--- config.mk ---
export PLATFORM = sky130hd
export DESIGN_NAME = bit_4_cla
export DESIGN_NICKNAME = d
export VERILOG_FILES = /design/src/rtl/bit_4_cla_pkg.sv /design/src/rtl/cla_carry_unit.sv /design/src/rtl/bit_4_cla.sv
export SDC_FILE = /design/constraint.sdc
export NUM_CORES = 1
export LEC_CHECK = 0
export BUFFER_PORTS_ARGS = -buffer_cell sky130_fd_sc_hd__buf_4
export CORE_AREA = 2 2 39 41
export CTS_CLUSTER_DIAMETER = 150
export CTS_CLUSTER_SIZE = 14
export DETAILED_ROUTE_END_ITERATION = 6
export DIE_AREA = 0 0 41 43
export SLEW_MARGIN = 20
export SYNTH_ARGS = -nofsm -noshare
export SYNTH_HDL_FRONTEND = slang
export SYNTH_SLANG_ARGS = --single-unit
--- constraint.sdc ---
create_clock -name clk -period 2 [get_ports clk]
set_clock_uncertainty 0.15 [all_clocks]
set_input_delay 0.2 -clock clk [delete_from_list [all_inputs] [get_ports clk]]
set_output_delay 0.2 -clock clk [all_outputs]
set_load 0.01 [all_outputs]
--- src/rtl/bit_4_cla_pkg.sv ---
// Shared types and width constant for the 4-bit carry-lookahead adder.
package bit_4_cla_pkg;

  localparam int unsigned CLA_W = 4;

  typedef logic [CLA_W-1:0] nibble_t;

  typedef struct packed {
    nibble_t g;
    nibble_t p;
  } pg_t;

endpackage

--- src/rtl/cla_carry_unit.sv ---
// Flat sum-of-products lookahead carries for one 4-bit group.
// Group propagate/generate outputs exist only when BIT_4_CLA_GROUP_PG_EN is defined.
module cla_carry_unit
  import bit_4_cla_pkg::*;
(
  input  pg_t            pg,
  input  logic           cin,
`ifdef BIT_4_CLA_GROUP_PG_EN
  output logic           grp_p,
  output logic           grp_g,
`endif
  output logic [CLA_W:0] c
);

  nibble_t g;
  nibble_t p;

  assign g = pg.g;
  assign p = pg.p;

  // Every carry is expanded directly from g/p/cin so no term depends on a lower carry.
  assign c[0] = cin;
  assign c[1] = g[0] | (p[0] & cin);
  assign c[2] = g[1] | (p[1] & g[0]) | (p[1] & p[0] & cin);
  assign c[3] = g[2] | (p[2] & g[1]) | (p[2] & p[1] & g[0]) | (p[2] & p[1] & p[0] & cin);
  assign c[4] = g[3] | (p[3] & g[2]) | (p[3] & p[2] & g[1]) | (p[3] & p[2] & p[1] & g[0]) |
                (p[3] & p[2] & p[1] & p[0] & cin);

`ifdef BIT_4_CLA_GROUP_PG_EN
  assign grp_p = &p;
  assign grp_g = g[3] | (p[3] & g[2]) | (p[3] & p[2] & g[1]) | (p[3] & p[2] & p[1] & g[0]);
`endif

endmodule

--- src/rtl/bit_4_cla.sv ---
// 4-bit carry-lookahead adder with one registered output stage.
// Define BIT_4_CLA_GROUP_PG_EN to add registered group propagate/generate outputs.
module bit_4_cla
  import bit_4_cla_pkg::*;
(
  input  logic             clk,
  input  logic             rst,
  input  logic             in_valid,
  input  logic [CLA_W-1:0] a,
  input  logic [CLA_W-1:0] b,
  input  logic             cin,
`ifdef BIT_4_CLA_GROUP_PG_EN
  output logic             grp_p,
  output logic             grp_g,
`endif
  output logic [CLA_W-1:0] sum,
  output logic             cout,
  output logic             out_valid
);

  pg_t              pg;
  logic [CLA_W:0]   c;
  nibble_t          sum_d;
  nibble_t          sum_q;
  logic             cout_q;
  logic             out_valid_q;

  assign pg.g = a & b;
  assign pg.p = a ^ b;

`ifdef BIT_4_CLA_GROUP_PG_EN
  logic grp_p_d;
  logic grp_g_d;
  logic grp_p_q;
  logic grp_g_q;
`endif

  cla_carry_unit u_carry (
    .pg    (pg),
    .cin   (cin),
`ifdef BIT_4_CLA_GROUP_PG_EN
    .grp_p (grp_p_d),
    .grp_g (grp_g_d),
`endif
    .c     (c)
  );

  assign sum_d = pg.p ^ c[CLA_W-1:0];

  // Data registers only load on in_valid, so unknown operands on idle cycles never propagate.
  always_ff @(posedge clk) begin
    if (rst) begin
      sum_q       <= '0;
      cout_q      <= 1'b0;
      out_valid_q <= 1'b0;
    end else begin
      out_valid_q <= in_valid;
      if (in_valid) begin
        sum_q  <= sum_d;
        cout_q <= c[CLA_W];
      end
    end
  end

`ifdef BIT_4_CLA_GROUP_PG_EN
  always_ff @(posedge clk) begin
    if (rst) begin
      grp_p_q <= 1'b0;
      grp_g_q <= 1'b0;
    end else if (in_valid) begin
      grp_p_q <= grp_p_d;
      grp_g_q <= grp_g_d;
    end
  end

  assign grp_p = grp_p_q;
  assign grp_g = grp_g_q;
`endif

  assign sum       = sum_q;
  assign cout      = cout_q;
  assign out_valid = out_valid_q;

endmodule

## Word-level counts from Yosys, hierarchy flattened

Cells that the tools add are included.

- Bitwise logic cells: 29

Operators by type and width:

| kind | number |
|---|---|
| $and 1x1->1 | 16 |
| $or 1x1->1 | 10 |
| $xor 4x4->4 | 2 |
| $and 4x4->4 | 1 |

- Flip-flop bits (word level): 6
- Bits of input ports: 12
- Output and inout bits: 6
- Logic and storage cells: 32

## Logic depth before layout (Yosys ltp)

Gate-level depths: netlist (run 1).

- Depth after elaboration: 6
- Gate-level depth with buffers: 5
- Mapped depth without buffers: 5

## Modules after synthesis

Synthesis (run 1) repeated with hierarchy kept, for this count alone.

- Cell total of the unflattened synthesis: 32
- Area total of the unflattened synthesis: 327.8 um2

Modules (own cells, without submodules):

| module | times used | cells an instance | area an instance (um2) | seq. area each (um2) |
|---|---|---|---|---|
| bit_4_cla | 1 | 26 | 281.5 | 120.1 |
| cla_carry_unit | 1 | 6 | 46.3 | 0.0 |

## Least setup slack after synthesis (run 1)

Ideal clock, no wire load.

- Kind: input to register
- Start: input port a[1]
- End: register cout_q, in the netlist cout
- Setup time: 0.125 ns
- Arrival: 1.085 ns
- Data required time: 1.725 ns
- Path slack: 0.640 ns
- Stages: 4
- Path buffers: 0
- Path through: ha_1 -> o21ai_0 -> nor2_1 -> o41a_1

- Cells in the longest elaborated chain, start to end: 5
- Elaborated cells between the ends (all ways): 10
- Classes of those cells: bitwise: 10

RTL lines:

| element | RTL line | RTL |
|---|---|---|
| from (decl) | bit_4_cla.sv:9 | `input logic [CLA_W-1:0] a,` |
| $and 4x4->4 or $xor 4x4->4 (tied branches) | bit_4_cla.sv:28, bit_4_cla.sv:29 |  |
| $and 1x1->1, on equally long branches | cla_carry_unit.sv:26, cla_carry_unit.sv:27 |  |
| $or 1x1->1 (tied with other cells) | cla_carry_unit.sv:26 | `assign c[4] = g[3] \| (p[3] & g[2]) \| (p[3] & p[2] & g[1]) \| (p[3] & p[2] & p[1] & g[0]) \|` |
| $or 1x1->1 or $and 1x1->1 (tied branches) | cla_carry_unit.sv:26, cla_carry_unit.sv:27 |  |
| $or 1x1->1 (*) | cla_carry_unit.sv:26 |  |
| to (signal assigned) | bit_4_cla.sv:60 | `cout_q <= c[CLA_W];` |
| to (decl) | bit_4_cla.sv:25 | `logic cout_q;` |

Every way passes the cells marked *; elsewhere a longest branch is shown, timed or not.
A chain may end at the register's enable or synchronous reset.

## Worst setup path after layout (run 1)

Same ends and word-level chain as after synthesis.

==> impl_summary.md, run 1 <==
Clock network
The later pin in the worst-skew pair is clocked with a latency of about 0.24 ns. After clock tree synthesis, the clock-pin slew on the worst setup and hold paths is 0.04 ns. The maximum count of clock buffers along a single path is 2. Counting every sink on the clock net gives 6. The root buffer cell is clkbuf_4.

The buffer count from post-CTS setup fixing is 0. The H-tree depth is 1. The number of buffers added by the clock tree synthesis step is 3. In this run, post-CTS repair resized a total of 0 instances. The count of hold buffers inserted by post-cts repair is 0.

The clock tree from TritonCTS is yes.

Pwr
In this run, flip-flops and latches consume 39.2% of the power. IR analysis of the VDD net gives a maximum drop of 0.1905 mV. The clock network accounts for a little under a third of the total power.

The leakage power total is 0.2656 nW. The internal power component is 0.2540 mW. The switching portion of total power is 27.00%. The net switching power figure is 0.09392 mW. Per report_power, the combinational group accounts for between 20 and 30% of the total.

Power spread over the standard cell area amounts to around 630 mW/mm^2.

Die
For this configuration, the core starts out at a cell density of 28.48%. The core box area is 0.001384 mm^2. The I/O pin count is 18. The width of the die is 41 um.

The die footprint is 0.001763 mm^2. The die boundary height is 43 um. The site row count is 14.

Placed design
The count of buffers from port buffering is 17. Including well taps, the total number of placed cells is 75. The detailed-placement wirelength estimate is between 600 and 700 um. Before CTS, the worst setup slack after placement is 0.4179 ns. The congestion estimate from routability-driven global placement came to 0.7717.

Logic synthesis
The synthesized area per cell is 8.957 um^2. The synthesized design devotes to its leading area cell type 30.48% of total area. The commonest cells after synthesis are dfxtp_1 (6), inv_1 (6), nor2_1 (5). Among all flip-flop cells after synthesis, the most frequent one is dfxtp_1. Summed over all instances, the cell type with the most area after synthesis is dfxtp_1.

The mapped netlist covers 394.1 um^2. During synthesis, Yosys emitted a total of 0 warnings. Counting flops with a built-in enable in the synthesized netlist gives 0.

The post-synthesis cell type count is 24. In this run, synthesis produced a sequential element count of 6. The net count after synthesis is 61. Ranked by total cell area, the synthesized netlist is headed by dfxtp_1 (30%), ha_1 (13%), inv_1 (5.7%), fa_1 (5.1%), nor2_1 (4.8%). Summing the sequential cell areas from Yosys gives a little under a third of the chip area. The async set-reset flop share out of synthesis is 0%.

The number of instances in the synthesized netlist is 44.

Detailed routing
The wire length the detailed router placed on met1 is 345 um. The detailed router finished its first iteration with 8 violations. The met3 wire length is 63 um.

The wire length on met2 is 418 um. The highest metal layer used by the detailed router is met4. The routed via count is 383. The total iterations of the first detailed-routing run is 6. The count of unresolved DRC violations after routing is 0.

The average wire per standard cell is 10.81 um. The count of nets left with antenna violations once routing finished came out at 0. The final layout contains routed wiring with a total length of 843 um.

Dividing the detail-routed via count by the number of cells gives 4.910.

Layout
The layout overhead on the synthesized area is 40.64%. The fill cell instance count of the final layout is 150. The total area of multi-input combinational cells is 241.5 um^2. The net count of the finished layout is 81. The proportion of layout cells with a drive suffix above 1 is 37.10%. The non-filler instance count after layout is 78. 0 antenna diodes ended up in the layout.

The combined flip-flop and latch cell area is 120.1 um^2.

Job
Across the run, the number of max-cap violations was 0.

Setup path
The critical path start-end classification is input pin to flop. The critical path capture point type is a flop. STA puts the critical path data required time at 1.97 ns. In this run the worst path has a maximum fanout of 3.

The critical path launch point type is an input pin. Data on the critical path arrives at its endpoint at 1.33 ns. Measured in cells, the most critical reg-to-reg path has a length of 3.

Timing
The hold slack is 0.04707 ns. The final critical path takes up 67.59% of the cycle. Setup violations remaining at the end of the flow were counted as 0. The time the worst path needs with I/O delays and setup is 1.352 ns. The max-slew violation count was 0. For the pin with the worst max-slew slack, the measured transition is 0.3544 ns. Summed over all failing endpoints, the final setup total negative slack is 0 ns. For this run, the top clock speed supported by timing is 0.7397 GHz. Once routing completed, OpenROAD measured the worst setup slack at 0.6482 ns. The number of hold violations in the final report is 0. In this run the tightest slew margin relative to its limit is roughly 76%. Setup repair after global routing left no endpoint under its margin.

Status
The flow ran to the end, and the final reports show no timing, DRC or antenna violations.

Global route
The first global-routing pass estimated between 1000 and 1500 um of wire. The overall routing resource usage is between 10% and 20%. After global routing the overflow that remains totals 0. The number of global-route vias before repair is 349. The number of antenna violations at the first check in global routing is 0. Entering global routing, the biggest net connects 12 pins.

Worst hold path
The worst min-delay path category is input pin to flop. The number of cells on the worst hold path is 2.
logic make-up (layout without fill, tap and decap cells):
group	count (synthesis)	count (layout)	share of synthesized area, %
adder cells (fa/ha/maj)	5	5	17.78
buffers and inverters	8	26	8.254
AO/OA/AOI/OAI	10	10	20.32
XOR/XNOR	1	1	2.223
multiplexers	1	1	2.540
AND/OR/NAND/NOR	13	13	18.41
flip-flops	6	6	30.48
stage by stage:
step / util (%) / power [mW] / area (um^2)
finish: 40.05 / 0.3479 / 554.3
global route: 40.05 / 0.3736 / 554.3
CTS: 40.05 / 0.3529 / 554.3
detailed placement: 38.43 / 0.2424 / 531.8
global placement: 38.43 / 0.2408 / 531.8
floorplan: - / 0.1973 / 394.1
critical path, stage by stage:
cell and delay, ns:
buf_4 0.11, ha_1 0.32, o21ai_0 0.32, nor2_1 0.07, o41a_1 0.30
power groups by stage:
| stage | Combinational (mW) | Sequential, mW | Clock, mW |
|---|---|---|---|
| 4_1_cts | 0.104 | 0.137 | 0.112 |
| 3_5_place_dp | 0.104 | 0.139 | 0 |
| 2_1_floorplan | 0.0539 | 0.143 | 0 |
| 6_report | 0.103 | 0.136 | 0.109 |
| 3_3_place_gp | 0.103 | 0.138 | 0 |
| 5_1_grt | 0.114 | 0.137 | 0.122 |
final timing paths:
kind | to | startpoint | slack [ns]
setup / recovery | cout$_SDFFE_PP0P_ | a[1] | 0.65
hold / removal | sum[1]$_SDFFE_PP0P_ | rst | 0.05
setup reg to reg | cout$_SDFFE_PP0P_ | cout$_SDFFE_PP0P_ | 1.10
hold reg to reg | sum[0]$_SDFFE_PP0P_ | sum[0]$_SDFFE_PP0P_ | 0.33
sequential cells by signal, summed over array words and instances (netlist names):
signal / count
cout: 1
sum: 4
out_valid: 1
area by class of cell:
cell class / count / share of cell area, %
Sequential cell: 6 / 21.67
Clock buffer: 3 / 4.063
Inverter: 6 / 4.063
Tap cell: 16 / 3.612
Timing Repair Buffer: 17 / 23.02
Multi-Input combinational cell: 30 / 43.57
layout by cell type, fill, tap and decap left out:
master,synthesis,final
mux2i_1,1,1
xnor2_1,1,1
nand3_1,1,1
o21ai_0,2,2
o32ai_1,1,1
clkbuf_4,0,3
a211oi_1,1,1
nor2b_1,1,1
dfxtp_1,6,6
o41a_1,1,1
a31oi_1,1,1
buf_4,0,17
nor3_1,1,1
nor4bb_1,1,1
inv_1,6,6
a21oi_1,1,1
a211o_2,1,1
ha_1,4,4
nor3b_1,2,2
a211oi_2,1,1
nor2_1,5,5
or2_2,1,1
fa_1,1,1
nand4_1,1,1
o2111ai_1,1,1
metal layers:
layer	global-route usage, %	up-vias
li1	-	197
met1	13.55	171
met2	16.88	13
met3	3.141	2
met4	8.000	0
met5	0	-
No activity file was read; power rests on OpenSTA's default activity.
==> run 2, diff against run 1 <==
==> constraint.sdc (replaced) <==
create_clock -name clk -period 1.39 [get_ports clk]
set_clock_uncertainty 0.15 [all_clocks]
set_input_delay 0.139 -clock clk [delete_from_list [all_inputs] [get_ports clk]]
set_output_delay 0.139 -clock clk [all_outputs]
set_load 0.01 [all_outputs]
==> run 2 against run 1 <==
Against the previous run: flip-flop and latch count is the same; clock power is 50% higher; total power rose by 51%; worst setup slack lost 0.49 ns; design area grew 7.2%; hold slack lost 0.034 ns; sequential share of layout area is 1.5 points lower; global-route usage is 1.3 points higher; combinational power up 61%; utilization increased by 2.9 points; highest routed layer unchanged.
==> impl_summary.md, run 2 (synthesis gave the netlist of run 1 again) <==
Status
The run finished with clean final reports.

Setup path
The family with the most delay on the worst path is buffers and inverters. The required time reported for the critical path endpoint was 1.43 ns (-0.54 ns). The worst setup path is captured at a flop. The biggest cell delay along the critical path is 0.54 ns (+0.22 ns). The arrival time of the worst setup path is 1.26 ns (-0.07 ns). The number of buffer and inverter instances along the worst setup path is 2 (+1). The critical path start-end classification is input pin to flop. STA classifies the critical path startpoint as an input pin.

The critical path's slowest cell is dlygate4sd3_1. The largest fanout of any net on the critical path is 9 (+6). The signal on the critical path passes through dlygate4sd3_1, buf_4, nor4bb_1, a31oi_1, nand3_1.

Timing
The max-slew violation count came to 0 (unchanged). The number of hold violations in the final report is 0 (unchanged). The setup-violating endpoint count in the final report is 0 (unchanged).

The hold slack is 0.01281 ns (-0.03426 ns). The relative slew slack is 83.61% (+7.5 points). Static timing analysis puts the maximum clock frequency at 0.8145 GHz.

The smallest clock period supported by the final layout is computed as approximately 1.2 ns. The actual transition at the worst max-transition pin was 0.2432 ns (-0.1111 ns). Setup repair after global routing left no endpoint under its margin. The share of the cycle needed by the critical path after routing is between 80% and 90%.

Detailed routing
The routed via count divided by cell count is 4.747 (-3.3%). The wire length after detailed routing is 874 um (+3.7%). The count of unresolved DRC violations after routing came to 0 (unchanged). The total iterations of the first detailed-routing run is 6 (unchanged). The highest metal layer used by the detailed router is met4. The routed via count is 394 (+2.9%). The initial DRC count is 14 (+6). The wire length the detailed router placed on met1 came to 407 um (+18%). The met3 wire length is 33 um (-48%). The wire length on met2 came to 411 um (-1.7%). The remaining antenna violation count came to 0 (unchanged). The average wire per standard cell is 10.53 um (-2.6%).

Worst hold path
The worst min-delay path category is input pin to flop.

Clock network
The clock net sink count is 6 (unchanged). The clock slew seen by the registers of the worst setup and hold paths is 0.05 ns (about the same). The clock insertion delay at the later pin of the skew report is 0.24 ns (about the same).

The clock tree from TritonCTS is yes. The maximum count of clock buffers along a single path is 2 (unchanged). The number of gates resized after cts is 0 (unchanged). The H-tree depth is 1 (unchanged). The number of buffers added by the clock tree synthesis step was 3 (unchanged).

The root buffer cell is clkbuf_4.

Global route
The number of antenna violations at the first check in global routing was 0 (unchanged). The maximum number of pins on one net before global-route repair was 12 (unchanged). The wire length of the first global-routing pass was 1469 um (+8.7%). The number of global-route vias before repair is 357 (+2.3%). The sum of overflow across all layers after global routing is 0 (unchanged). The overall routing resource usage is 12.75% (+1.3 points).

Job
The count of maximum capacitance violations is 0 (unchanged).

Placed design
The count of buffers from port buffering is 17 (unchanged). The detailed-placement wirelength estimate is 720.1 um (+3.3%). The total placed cells including tap cells is 79 (+5.3%). The global placer's final weighted congestion was 0.7111 (-7.9%).

Pwr
The power density over the cells is 885.1 mW/mm^2 (+41%). The peak supply drop is 0.2340 mV (+23%). The final total power is 0.5260 mW (+51%). The leakage power total is 0.2889 nW (+8.8%).

Layout
The antenna diode count is 0 (unchanged). The number of nets in the finished design is 86 (+6.2%). The flip-flop count of the largest register, all copies and words added came to 4 (unchanged). The non-filler instance count after layout is 83 (+6.4%). The leading cell type in the layout, fill and taps excluded is buf_4.

The layout overhead on the synthesized area is 50.79%. In the layout the commonest cells are buf_4 (21), inv_1 (6), dfxtp_1 (6), nor2_1 (5), ha_1 (4). The proportion of layout cells with a drive suffix above 1 was 40.30% (+3.2 points). The core occupancy in the finished layout was 42.95% (+2.9 points).

Die
The effective utilization at floorplan is 28.48% (unchanged). The die footprint is 0.001763 mm^2 (unchanged). The core box area is 0.001384 mm^2 (unchanged). The site row count is 14 (unchanged). The I/O pin count came to 18 (unchanged).

The width of the die came to 41 um (unchanged). The die boundary height is 43 um (unchanged).
-- run 2: cell count changes in the layout (fill, tap and decap cells not counted) --
cell	previous run	this run
buf_4	17	21
dlygate4sd3_1	0	1
-- run 2: worst register-to-register path, stage by stage, from the launching register on --
cell and delay (ns):
dfxtp_1 0.33, nor2_1 0.04, nor3_1 0.18, o41a_1 0.17
-- run 2: area by class of cell --
class / instances / area (um^2)
timing repair buffer: 22 / 167.7
tap: 16 / 20.02
inverter: 6 / 22.52
multi-input combinational: 30 / 241.5
clock buffer: 3 / 22.52
fill: 141 / 789.5
sequential: 6 / 120.1
-- run 2: per-layer routing --
layer / GRT usage (%) / vias up
met5: 0 / -
li1: - / 204
met1: 15.43 / 179
met4: 12.00 / 0
met2: 17.19 / 9
met3: 3.141 / 2
-- run 2: stage by stage --
stage | cell area (um^2) | TNS [ns] | setup slack (ns)
final | 594.3 | 0 | 0.1623
after floorplan | 394.1 | 0 | 0.09126
after CTS | 594.3 | 0 | 0.1829
after detailed placement | 561.8 | -0.1129 | -0.07559
after global routing | 594.3 | 0 | 0.05558
after global placement | 561.8 | -0.07943 | -0.05309
-- run 2: repair_timing --
action	4_1_cts	5_1_grt
hold buffers	1	0
endpoints found under the hold margin	3	0
setup endpoints to repair	0	0
buffers inserted	0	0
-- run 2: path summary, 6_finish.rpt --
| kind | slack, ns | depth (start not counted) | endpoint | startpoint |
|---|---|---|---|---|
| min | 0.01 | 2 | sum[0]$_SDFFE_PP0P_ | in_valid |
| min reg2reg | 0.34 | 2 | sum[0]$_SDFFE_PP0P_ | sum[0]$_SDFFE_PP0P_ |
| max | 0.16 | 5 | sum[3]$_SDFFE_PP0P_ | rst |
| max reg2reg | 0.46 | 3 | cout$_SDFFE_PP0P_ | cout$_SDFFE_PP0P_ |
-- run 2: report_power, final --
group / internal, mW / switching (mW)
registers: 0.188 / 0.00761
clock network: 0.0979 / 0.0656
logic: 0.0946 / 0.0719
total: 0.381 / 0.145
==> run 3, diff against run 2 <==
--- a/config.mk
+++ b/config.mk
@@ -6,11 +6,14 @@
 export NUM_CORES = 1
 export LEC_CHECK = 0
 export BUFFER_PORTS_ARGS = -buffer_cell sky130_fd_sc_hd__buf_4
-export CORE_AREA = 2 2 39 41
+export CELL_PAD_IN_SITES_DETAIL_PLACEMENT = 0
+export CELL_PAD_IN_SITES_GLOBAL_PLACEMENT = 1
+export CORE_MARGIN = 2
+export CORE_UTILIZATION = 30
 export CTS_CLUSTER_DIAMETER = 150
 export CTS_CLUSTER_SIZE = 14
 export DETAILED_ROUTE_END_ITERATION = 6
-export DIE_AREA = 0 0 41 43
+export PLACE_DENSITY_LB_ADDON = 0.1
 export SLEW_MARGIN = 20
 export SYNTH_ARGS = -nofsm -noshare
 export SYNTH_HDL_FRONTEND = slang
==> run 3 against run 2 <==
Against the previous run: hold slack gained 0.0057 ns; clock power is essentially flat; combinational power is essentially flat; sequential share of layout area is essentially flat; total power shrank 0.27%; global-route usage grew 1.6 points; non-clock buffer count is the same; largest power group unchanged.
==> impl_summary.md, run 3 (synthesis gave the netlist of run 1 again) <==
Layout
The flip-flop count of the largest register, all copies and words added is 4 (unchanged). The number of nets in the finished design is 86 (unchanged). The leading cell type in the layout, fill and taps excluded is buf_4. The antenna diode count is 0 (unchanged). The core occupancy in the finished layout came to 46.75% (+3.8 points). In the layout the commonest cells are buf_4 (21), inv_1 (6), dfxtp_1 (6), nor2_1 (5), ha_1 (4). The proportion of layout cells with a drive suffix above 1 came to 40.30% (unchanged). The layout overhead on the synthesized area is 50.48%.

Timing
The time the worst path needs with I/O delays and setup is 1.231 ns (+0.003333 ns). The relative slew slack is 84.70% (+1.1 points). Setup repair after global routing left no endpoint under its margin.

The highest clock frequency the design can meet was 0.8123 GHz (-0.27%). The actual transition at the worst max-transition pin is 0.2264 ns (-0.01684 ns). The hold slack came to 0.01854 ns (+0.005732 ns). The max-slew violation count is 0 (unchanged). The setup-violating endpoint count in the final report is 0 (unchanged). The number of hold violations in the final report was 0 (unchanged). The share of the cycle needed by the critical path after routing is 88.57% (+0.24 points).

Clock network
The buffer count from post-CTS setup fixing is 0 (unchanged). The number of buffers added by the clock tree synthesis step is 3 (unchanged). The clock net sink count was 6 (unchanged). TritonCTS built the clock tree. The H-tree depth is 1 (unchanged).

The clock slew seen by the registers of the worst setup and hold paths came to 0.05 ns (about the same). The clock insertion delay at the later pin of the skew report is 0.24 ns (about the same). The maximum count of clock buffers along a single path came to 2 (unchanged). CTS placed an instance of clkbuf_4 at the clock tree root.

Setup path
The arrival time of the worst setup path came to 1.26 ns (about the same). The critical path start-end classification is input pin to flop. The critical path goes through dlygate4sd3_1, buf_4, nor4bb_1, a31oi_1, nand3_1. The biggest cell delay along the critical path is 0.53 ns (about the same). The critical path launch point type is an input pin.

The largest fanout of any net on the critical path was 9 (unchanged). The number of buffer and inverter instances along the worst setup path came to 2 (unchanged). For this design, the slowest cell found on the critical path is dlygate4sd3_1. The reg-to-reg startpoint is cout$_SDFFE_PP0P_.

The required time reported for the critical path endpoint is 1.42 ns (about the same). Among cell families on the critical path, the largest total delay comes from buffers and inverters. The worst setup path is captured at a flop.

The worst setup path startpoint is rst.

Global route
The overall routing resource usage was 14.33% (+1.6 points). The wire length of the first global-routing pass is 1504 um (+2.4%). The number of antenna violations at the first check in global routing is 0 (unchanged). The maximum number of pins on one net before global-route repair was 12 (unchanged). The number of global-route vias before repair was 375 (+5.0%). The sum of overflow across all layers after global routing is 0 (unchanged).

Die
The width of the die was 40.25 um (-1.8%). The I/O pin count is 18 (unchanged). The die boundary height is 40.25 um (-6.4%). The core box area is 0.001269 mm^2 (-8.3%).

The die footprint is 0.001620 mm^2 (-8.1%). The site row count is 13 (-1). The effective utilization at floorplan was 31.07% (+2.6 points).

Pwr
The leakage power total was 0.2889 nW (unchanged). The combinational fraction of design power is 31.4% (-0.2 points). The peak supply drop is 0.3707 mV (+58%). The net switching power figure is 0.1440 mW (-0.74%). The internal power component was 0.3806 mW (about the same).

The clock share of power was 31.3% (+0.2 points). The switching portion of total power was 27.46% (-0.13 points). The sequential fraction of design power was 37.3% (about the same). The power density over the cells is 884.6 mW/mm^2 (about the same).

Detailed routing
The initial DRC count was 5 (-9). The routed via count divided by cell count was 4.768 (+0.45%). The wire length after detailed routing is 856 um (-2.1%). The remaining antenna violation count is 0 (unchanged). The routed via count is 391 (-0.76%). The count of unresolved DRC violations after routing is 0 (unchanged). The total iterations of the first detailed-routing run was 3 (-3). The average wire per standard cell is 10.44 um (-0.87%).

Placed design
The global placer's final weighted congestion was 0.7620 (+7.2%). The detailed-placement wirelength estimate is 690.1 um (-4.2%). The count of buffers from port buffering is 17 (unchanged).

Worst hold path
The worst min-delay path category is input pin to flop. The worst hold path begins at in_valid.

Job
The count of maximum capacitance violations is 0 (unchanged).

Status
The run finished with clean final reports.
==> run 3: cell counts in the layout (fill, tap and decap cells not counted) <==
Identical to the previous run, type by type.
==> run 3: what timing repair did <==
item / 4_1_cts / 5_1_grt
hold endpoints to repair: 2 / 0
resized for setup: 0 / 0
hold buffers: 1 / 0
==> run 3: path summary, 6_finish.rpt <==
check                        endpoint  slack, ns  cells past startpoint
hold / removal    sum[0]$_SDFFE_PP0P_       0.02                      2
setup / recovery  sum[3]$_SDFFE_PP0P_       0.16                      5
setup reg to reg    cout$_SDFFE_PP0P_       0.48                      3
hold reg to reg   sum[2]$_SDFFE_PP0P_       0.32                      2
==> run 3: cell type report <==
| type | count | area (um^2) |
|---|---|---|
| tap | 15 | 18.77 |
| multi-input combinational | 30 | 241.5 |
| clock buffer | 3 | 22.52 |
| sequential | 6 | 120.1 |
| timing repair buffer | 22 | 167.7 |
| inverter | 6 | 22.52 |
| fill | 131 | 675.6 |
==> run 3: per-stage QoR <==
step | worst slack, ns | setup TNS (ns) | total power [mW] | std cells | cell area [um^2]
after floorplan | 0.09126 | 0 | 0.2839 | 44 | 394.1
after global placement | -0.04200 | -0.04349 | 0.3632 | 78 | 560.5
after detailed placement | -0.04078 | -0.04078 | 0.3622 | 78 | 560.5
after CTS | 0.1747 | 0 | 0.5354 | 82 | 593.1
after global routing | 0.04466 | 0 | 0.5715 | 82 | 593.1
final | 0.1589 | 0 | 0.5246 | 82 | 593.1
==> run 3: per-layer routing <==
layer  GRT usage (%)  share of wire (%)
met4           7.500               0.70
met3           5.000                5.0
met1           17.33                 50
met5               0                  0
met2           22.18                 44
==> run 3: power groups by stage <==
| stage | logic [mW] | clock network (mW) | registers [mW] |
|---|---|---|---|
| 2_1_floorplan | 0.0775 | 0 | 0.206 |
| 5_1_grt | 0.187 | 0.187 | 0.197 |
| 3_3_place_gp | 0.165 | 0 | 0.199 |
| 3_5_place_dp | 0.163 | 0 | 0.199 |
| 4_1_cts | 0.166 | 0.174 | 0.195 |
| 6_report | 0.165 | 0.164 | 0.195 |
